## src/rtl/tft_spi_stream.sv

```systemverilog
// tft_spi_stream: TFT panel SPI controller.
// After reset it pulses the panel reset line, then walks an external init ROM
// (commands, parameters, millisecond delays, end marker). Once the END entry
// is processed it streams words from a valid/ready source. SCK is derived from
// MasterCLK by a fixed divider (SPI mode 0, MSB first).
//
// Ports:
//   MasterCLK  system clock
//   reset      synchronous, active-low reset
//   init_addr  init ROM address (ROM returns init_word one cycle later)
//   init_word  {type[1:0], payload}: 00 cmd, 01 data, 10 delay (ms), 11 end
//   s_valid / s_ready / s_data / s_dc  stream word handshake (s_dc: 1 data)
//   SPI_CLK, SPI_MOSI, SPI_CS  serial interface (CS active low)
//   RS         D/C line to the panel
//   RST        panel reset, active low
//   init_done  sticky, set once the init table has ended
//   busy       high whenever the controller is not idle in stream mode
module tft_spi_stream #(
  parameter int DATA_WIDTH = 16,
  parameter int CLK_DIV    = 5,
  parameter int DELAY_UNIT = 50000,
  parameter int RST_LOW    = 500,
  parameter int RST_WAIT   = 6000000,
  parameter int ROM_AW     = 8
) (
  input  logic                  MasterCLK,
  input  logic                  reset,
  output logic [ROM_AW-1:0]     init_addr,
  input  logic [DATA_WIDTH+1:0] init_word,
  input  logic                  s_valid,
  output logic                  s_ready,
  input  logic [DATA_WIDTH-1:0] s_data,
  input  logic                  s_dc,
  output logic                  SPI_CLK,
  output logic                  SPI_MOSI,
  output logic                  SPI_CS,
  output logic                  RS,
  output logic                  RST,
  output logic                  init_done,
  output logic                  busy
);

  function automatic int unsigned max2(input int unsigned a, input int unsigned b);
    return (a > b) ? a : b;
  endfunction

  localparam int unsigned CNT_MAX = max2(max2(RST_LOW, RST_WAIT), max2(CLK_DIV, DELAY_UNIT));
  localparam int CNT_W  = $clog2(CNT_MAX + 1);
  localparam int HALF_W = $clog2(2 * DATA_WIDTH);

  typedef enum logic [2:0] {
    RST_PULSE,
    RST_HOLD,
    FETCH,
    DELAY,
    SHIFT,
    GAP,
    STREAM_IDLE
  } state_t;

  state_t                  state, stateNext;
  logic [CNT_W-1:0]        cnt, cntNext;
  logic [HALF_W-1:0]       half, halfNext;
  logic [DATA_WIDTH-1:0]   msLeft, msLeftNext;
  logic [DATA_WIDTH-1:0]   shreg, shregNext;
  logic [ROM_AW-1:0]       addr, addrNext;
  logic                    sck, sckNext;
  logic                    mosi, mosiNext;
  logic                    cs, csNext;
  logic                    rs, rsNext;
  logic                    rst, rstNext;
  logic                    done, doneNext;
  logic                    fetchWait, fetchWaitNext;

  logic                    loadShift;
  logic [DATA_WIDTH-1:0]   loadWord;
  logic                    loadDc;

  logic [1:0]              wordType;
  logic [DATA_WIDTH-1:0]   payload;

  assign wordType = init_word[DATA_WIDTH+1:DATA_WIDTH];
  assign payload  = init_word[DATA_WIDTH-1:0];

  always_comb begin
    stateNext     = state;
    cntNext       = cnt;
    halfNext      = half;
    msLeftNext    = msLeft;
    shregNext     = shreg;
    addrNext      = addr;
    sckNext       = sck;
    mosiNext      = mosi;
    csNext        = cs;
    rsNext        = rs;
    rstNext       = rst;
    doneNext      = done;
    fetchWaitNext = fetchWait;
    loadShift     = 1'b0;
    loadWord      = '0;
    loadDc        = 1'b0;

    unique case (state)
      RST_PULSE: begin
        if (cnt == CNT_W'(RST_LOW - 1)) begin
          stateNext = RST_HOLD;
          cntNext   = '0;
          rstNext   = 1'b1;
        end else begin
          cntNext = cnt + CNT_W'(1);
        end
      end

      RST_HOLD: begin
        // Address 0 has been stable since reset, so the first fetch needs
        // no ROM wait cycle.
        if (cnt == CNT_W'(RST_WAIT - 1)) begin
          stateNext     = FETCH;
          cntNext       = '0;
          fetchWaitNext = 1'b0;
        end else begin
          cntNext = cnt + CNT_W'(1);
        end
      end

      FETCH: begin
        if (fetchWait) begin
          fetchWaitNext = 1'b0;
        end else if (addr == '1 || wordType == 2'b11) begin
          // Last ROM slot is an implicit END so the walk cannot wrap.
          stateNext = STREAM_IDLE;
          doneNext  = 1'b1;
        end else if (wordType == 2'b10) begin
          stateNext  = DELAY;
          cntNext    = '0;
          msLeftNext = payload;
        end else begin
          loadShift = 1'b1;
          loadWord  = payload;
          loadDc    = wordType[0];
        end
      end

      DELAY: begin
        // Two-level count (cycles per ms, then ms) covers the full
        // payload*DELAY_UNIT range without a wide multiplier.
        if (msLeft == '0) begin
          stateNext     = FETCH;
          addrNext      = addr + ROM_AW'(1);
          fetchWaitNext = 1'b1;
        end else if (cnt == CNT_W'(DELAY_UNIT - 1)) begin
          cntNext = '0;
          if (msLeft == DATA_WIDTH'(1)) begin
            stateNext     = FETCH;
            addrNext      = addr + ROM_AW'(1);
            fetchWaitNext = 1'b1;
          end else begin
            msLeftNext = msLeft - DATA_WIDTH'(1);
          end
        end else begin
          cntNext = cnt + CNT_W'(1);
        end
      end

      SHIFT: begin
        if (cnt == CNT_W'(CLK_DIV - 1)) begin
          cntNext  = '0;
          sckNext  = ~sck;
          halfNext = half + HALF_W'(1);
          if (sck) begin
            // Falling edge: either the word is complete or the next bit goes out.
            if (half == HALF_W'(2 * DATA_WIDTH - 1)) begin
              stateNext = GAP;
              csNext    = 1'b1;
              mosiNext  = 1'b0;
            end else begin
              shregNext = shreg << 1;
              mosiNext  = shreg[DATA_WIDTH-2];
            end
          end
        end else begin
          cntNext = cnt + CNT_W'(1);
        end
      end

      GAP: begin
        if (cnt == CNT_W'(CLK_DIV - 1)) begin
          cntNext = '0;
          if (done) begin
            stateNext = STREAM_IDLE;
          end else begin
            stateNext     = FETCH;
            addrNext      = addr + ROM_AW'(1);
            fetchWaitNext = 1'b1;
          end
        end else begin
          cntNext = cnt + CNT_W'(1);
        end
      end

      STREAM_IDLE: begin
        if (s_valid) begin
          loadShift = 1'b1;
          loadWord  = s_data;
          loadDc    = s_dc;
        end
      end

      default: begin
        stateNext = RST_PULSE;
      end
    endcase

    if (loadShift) begin
      stateNext = SHIFT;
      csNext    = 1'b0;
      sckNext   = 1'b0;
      mosiNext  = loadWord[DATA_WIDTH-1];
      shregNext = loadWord;
      rsNext    = loadDc;
      cntNext   = '0;
      halfNext  = '0;
    end
  end

  always_ff @(posedge MasterCLK) begin
    if (!reset) begin
      state     <= RST_PULSE;
      cnt       <= '0;
      half      <= '0;
      msLeft    <= '0;
      shreg     <= '0;
      addr      <= '0;
      sck       <= 1'b0;
      mosi      <= 1'b0;
      cs        <= 1'b1;
      rs        <= 1'b0;
      rst       <= 1'b0;
      done      <= 1'b0;
      fetchWait <= 1'b0;
    end else begin
      state     <= stateNext;
      cnt       <= cntNext;
      half      <= halfNext;
      msLeft    <= msLeftNext;
      shreg     <= shregNext;
      addr      <= addrNext;
      sck       <= sckNext;
      mosi      <= mosiNext;
      cs        <= csNext;
      rs        <= rsNext;
      rst       <= rstNext;
      done      <= doneNext;
      fetchWait <= fetchWaitNext;
    end
  end

  assign init_addr = addr;
  assign SPI_CLK   = sck;
  assign SPI_MOSI  = mosi;
  assign SPI_CS    = cs;
  assign RS        = rs;
  assign RST       = rst;
  assign init_done = done;
  assign s_ready   = (state == STREAM_IDLE);
  assign busy      = (state != STREAM_IDLE);

endmodule

```

## config.mk

```make
export PLATFORM = sky130hd
export DESIGN_NAME = tft_spi_stream
export DESIGN_NICKNAME = d
export VERILOG_FILES = /design/src/rtl/tft_spi_stream.sv
export SDC_FILE = /design/constraint.sdc
export NUM_CORES = 1
export LEC_CHECK = 0
export CORE_ASPECT_RATIO = 0.6
export CORE_MARGIN = 3
export CORE_UTILIZATION = 50
export CTS_CLUSTER_SIZE = 30
export DETAILED_ROUTE_END_ITERATION = 6
export DONT_BUFFER_PORTS = 1
export HOLD_SLACK_MARGIN = 0.02
export PLACE_DENSITY = 0.66
export SKIP_LAST_GASP = 1
export SYNTH_ARGS = -nofsm -noshare
export SYNTH_HDL_FRONTEND = slang
export SYNTH_SLANG_ARGS = --single-unit
```

## constraint.sdc

```tcl
create_clock -name MasterCLK -period 2.57 [get_ports MasterCLK]
set_input_delay 0.3855 -clock MasterCLK [delete_from_list [all_inputs] [get_ports MasterCLK]]
set_output_delay 0.3855 -clock MasterCLK [all_outputs]
set_load 0.05 [all_outputs]
```

==> summary.md <==
| Metric | Value |
|---|---|
| Sequential fraction of the synthesis area | 0.3469 |
| Most Frequent Cell on Critical Path | sky130_fd_sc_hd__buf_12 |
| Starting Density | 0.5380 |
| Number of cells in the finished layout apart from fillers | about 700 |
| Worst clock skew on the final layout | slightly above 0.007 ns |
| Total leakage power | about 0.0019 µW |
| Count of max-cap constraint violations | 0 |
| Cells after Synth | roughly 550 |
| RSZ-0062 raised after global routing | yes |
| Adder-Cell Fraction of Synth Area | 0.01971 |
| Final number of hold-violating endpoints | 0 |
| Max IR drop VDD | about 0.47 mV |
| Uppermost metal layer occupied by signal nets | met4 |
| Top library cells by usage in the layout, fill and taps aside | sky130_fd_sc_hd__nor2_1, sky130_fd_sc_hd__dfxtp_1, sky130_fd_sc_hd__buf_4 |
| Result of the run | completed |
| #FFs+latches synth | 77 |
| Initial antenna violation count | 1 |
| Initial DRC Count | 499 |
| Placer congestion estimate | between 0.8 and 0.9 |
| Routed via count divided by cell count | ~6.2 |
| Fraction of the mapped netlist area in simple logic gates | 0.2678 |
| Clock Tree Root | sky130_fd_sc_hd__clkbuf_16 |
| Pin count of the biggest net entering global routing | 38 |
| Crit path time final | 2.529 ns |
| Area of all placed cells without fillers | 5354 µm² |
| Area occupied by multi-input gates | 2739 µm² |
| Fraction of synthesized area in multiplexers | 0.01605 |
| Wire length on met2 | about 5100 µm |
| Number of pins with negative max-slew slack in the final report | 0 |
| TritonCTS clock tree | done |
| DR DRC count | 0 |
| Power Density | between 700 and 800 nW/µm² |
| CP Capture Type | flip-flop |
| Core outline area | 8258 µm² |
| Synth Area in Compound Gates | 0.2427 |
| Area grow syn2layout | 20.50% |
| Path type of the worst min-delay path | in -> reg |
| Launching element type of the critical path | flip-flop |
| Final wirelength | around 13000 µm |
| Post-DR wirelength/cell | roughly 19 µm |
| Length of the first detailed-routing pass in iterations | 5 |
| Area taken by flip-flops and latches | approximately 1500 µm² |
| Nets@finish | about 630 |
| Xor-xnor portion of the synthesized cell area | 0.05322 |
| Total Negative Setup Slacks | 0 ns |
| Slew @ Worst Pin | about 0.76 ns |
| Post-synth top flop | sky130_fd_sc_hd__dfxtp_1 |
| Number of flops mapped to enable cells by yosys | 0 |
| Max incr delay on CP | around 0.56 ns |
| Number of distinct library cells after synthesis | 73 |
| Number of nets with antenna violations after routing | 0 |
| Vias in the first global route | 3996 |
| Post-synth net total | 590 |
| Critical-path top delay cell | sky130_fd_sc_hd__or4_4 |
| Post-route met1 wirelength | approximately 6400 µm |
| Cell-by-cell trace of the critical path | or2_1, or4_4, or3_4, o32ai_4, buf_12, buf_12, o21ai_2, a221oi_2 |
| Number of buffers created by CTS | 9 |
| Ports placed on the boundary | 54 |
| Average instance area after synthesis | between 8 and 9 µm² |
| Required time of the critical path | between 2 and 3 ns |
| Total placed cells including tap cells | between 600 and 700 |
| Yosys Warn Count | 0 |
| Clock Sink Count | between 70 and 80 |
| Total Die Area | 10090 µm² |
| Post-route fraction of the period consumed by the critical path | 0.9842 |
| GRT overflow | 0 |
| Critical Path Fanout Max | 5 |
| Global-route usage over all layers | 0.2638 |
| Fraction of layout instances using a drive strength above 1 | 0.1891 |
| Max Fclk | around 0.4 GHz |
| Data arrival time of the worst path | ~2.8 ns |
| Global-route wire length before repair | approximately 21000 µm |
| Core utilization of the finished layout | 0.6483 |
| Category of the most critical setup path | reg -> reg |
| Worst skew pair latency | between 0.3 and 0.4 ns |
| Height of the die | a little under 80 µm |
| Total length of routed met3 wires | between 1500 and 2000 µm |
| Max-Slew Margin vs Limit | 0.4942 |
| Area after detailed placement | a little under 5000 µm² |
| Number of failing setup endpoints in the final timing report | 0 |
| Dominant combinational cell family by area after synthesis | simple AND/OR/NAND/NOR gates |
| Number of H-tree levels | 3 |
| # port buffers | 0 |
| Clock-pin slew on the worst setup and hold paths | approximately 0.06 ns |
| DP HPWL | 9563 µm |
| DR vias | 4348 |
| Horizontal die dimension | 127.7 µm |
| Commonest non-fill, non-tap cell in the layout | sky130_fd_sc_hd__nor2_1 |
| Fill cell instance count of the final layout | 737 |
| Standard-cell row count | 25 |
| Area of the mapped netlist | approximately 4400 µm² |
| FFs w/ async S/R, synth | 0 |
| Buffer depth of the longest clock path | 2 |
## worst max-delay path: cells and delay by family (launching register included)
kind	cells	cell delay, ns
AOI/OAI and AO/OA	3	0.60
buffers and inverters	2	0.27
DFF	1	0.34
and+or+nand+nor	3	1.23
## routing by layer
metal / vias up / global-route usage
met2: 227 / 0.3431
met3: 21 / 0.09207
met4: 0 / 0.06568
li1: 2083 / -
met1: 2017 / 0.4051
met5: - / 0
## Yosys cell counts (9+ instances only)
library cell	number	area [µm²]
sky130_fd_sc_hd__xnor2_1	9	78.83
sky130_fd_sc_hd__nand2_1	40	150.1
sky130_fd_sc_hd__a22o_1	15	131.4
sky130_fd_sc_hd__a211oi_1	20	150.1
sky130_fd_sc_hd__nor3_1	10	50.05
sky130_fd_sc_hd__nor4_1	10	62.56
sky130_fd_sc_hd__clkbuf_1	16	60.06
sky130_fd_sc_hd__inv_1	16	60.06
sky130_fd_sc_hd__a21oi_1	42	210.2
sky130_fd_sc_hd__nand4_1	12	75.07
sky130_fd_sc_hd__nand3_1	21	105.1
sky130_fd_sc_hd__o21ai_0	19	95.09
sky130_fd_sc_hd__xor2_1	18	157.7
sky130_fd_sc_hd__nor2_1	81	304.0
sky130_fd_sc_hd__dfxtp_1	77	1541
## power by group
group / internal (µW) / switching [µW] / leakage, µW
Sequential: 1300 / 103 / 0.000623
Clock: 949 / 504 / 0.000163
Combinational: 500 / 723 / 0.00115
Total: 2750 / 1330 / 0.00194
## final timing paths
kind                     to     from  depth (start not counted)  slack, ns
hold / removal       SPI_CS    reset                          1       0.13
hold reg to reg     half[2]  half[2]                          2       0.49
setup reg to reg  msLeft[0]  cnt[12]                          8       0.04
setup / recovery  msLeft[0]  cnt[12]                          8       0.04
## sequential cells by signal (all words and copies together), names as in the netlist, 3 cells and up
signal / flops
cnt: 23
half: 5
state: 3
msLeft: 16
shreg: 15
init_addr: 8
## final cells by class
type,count,share of cell area
antenna,1,0.0004674
clock buffer,10,0.04277
clock inverter,6,0.02080
inverter,17,0.01192
multi-input combinational,418,0.5116
sequential,77,0.2886
tap,108,0.02524
timing repair buffer,59,0.09862
## repair_timing
item	in CTS	in global routing
gates resized for setup	2	15
hold buffers	0	0
pin swaps	0	6
setup endpoints to repair	4	19
gates cloned	0	2
setup buffers	0	7
## per-stage QoR
stage | power (µW) | setup slack, ns | hold WS (ns)
after floorplan | 2231 | 0.1656 | 0.4490
after global placement | 2513 | 0.03229 | 0.4686
after detailed placement | 2546 | -0.04943 | 0.4777
after CTS | 4005 | 0.03758 | 0.1238
after global routing | 4279 | -0.04400 | 0.1516
final | 4079 | 0.04056 | 0.1337
## cells by family (layout without fill, tap and decap cells)
kind of cell / after synthesis / in the layout
xor gates and xnor gates: 27 / 27
adders and majority gates: 7 / 7
DFF: 77 / 77
buffers and inverters: 50 / 92
muxes: 7 / 7
other: 0 / 1
and+or+nand+nor: 228 / 228
AOI/OAI and AO/OA: 149 / 149
No activity file was read; power rests on OpenSTA's default activity.
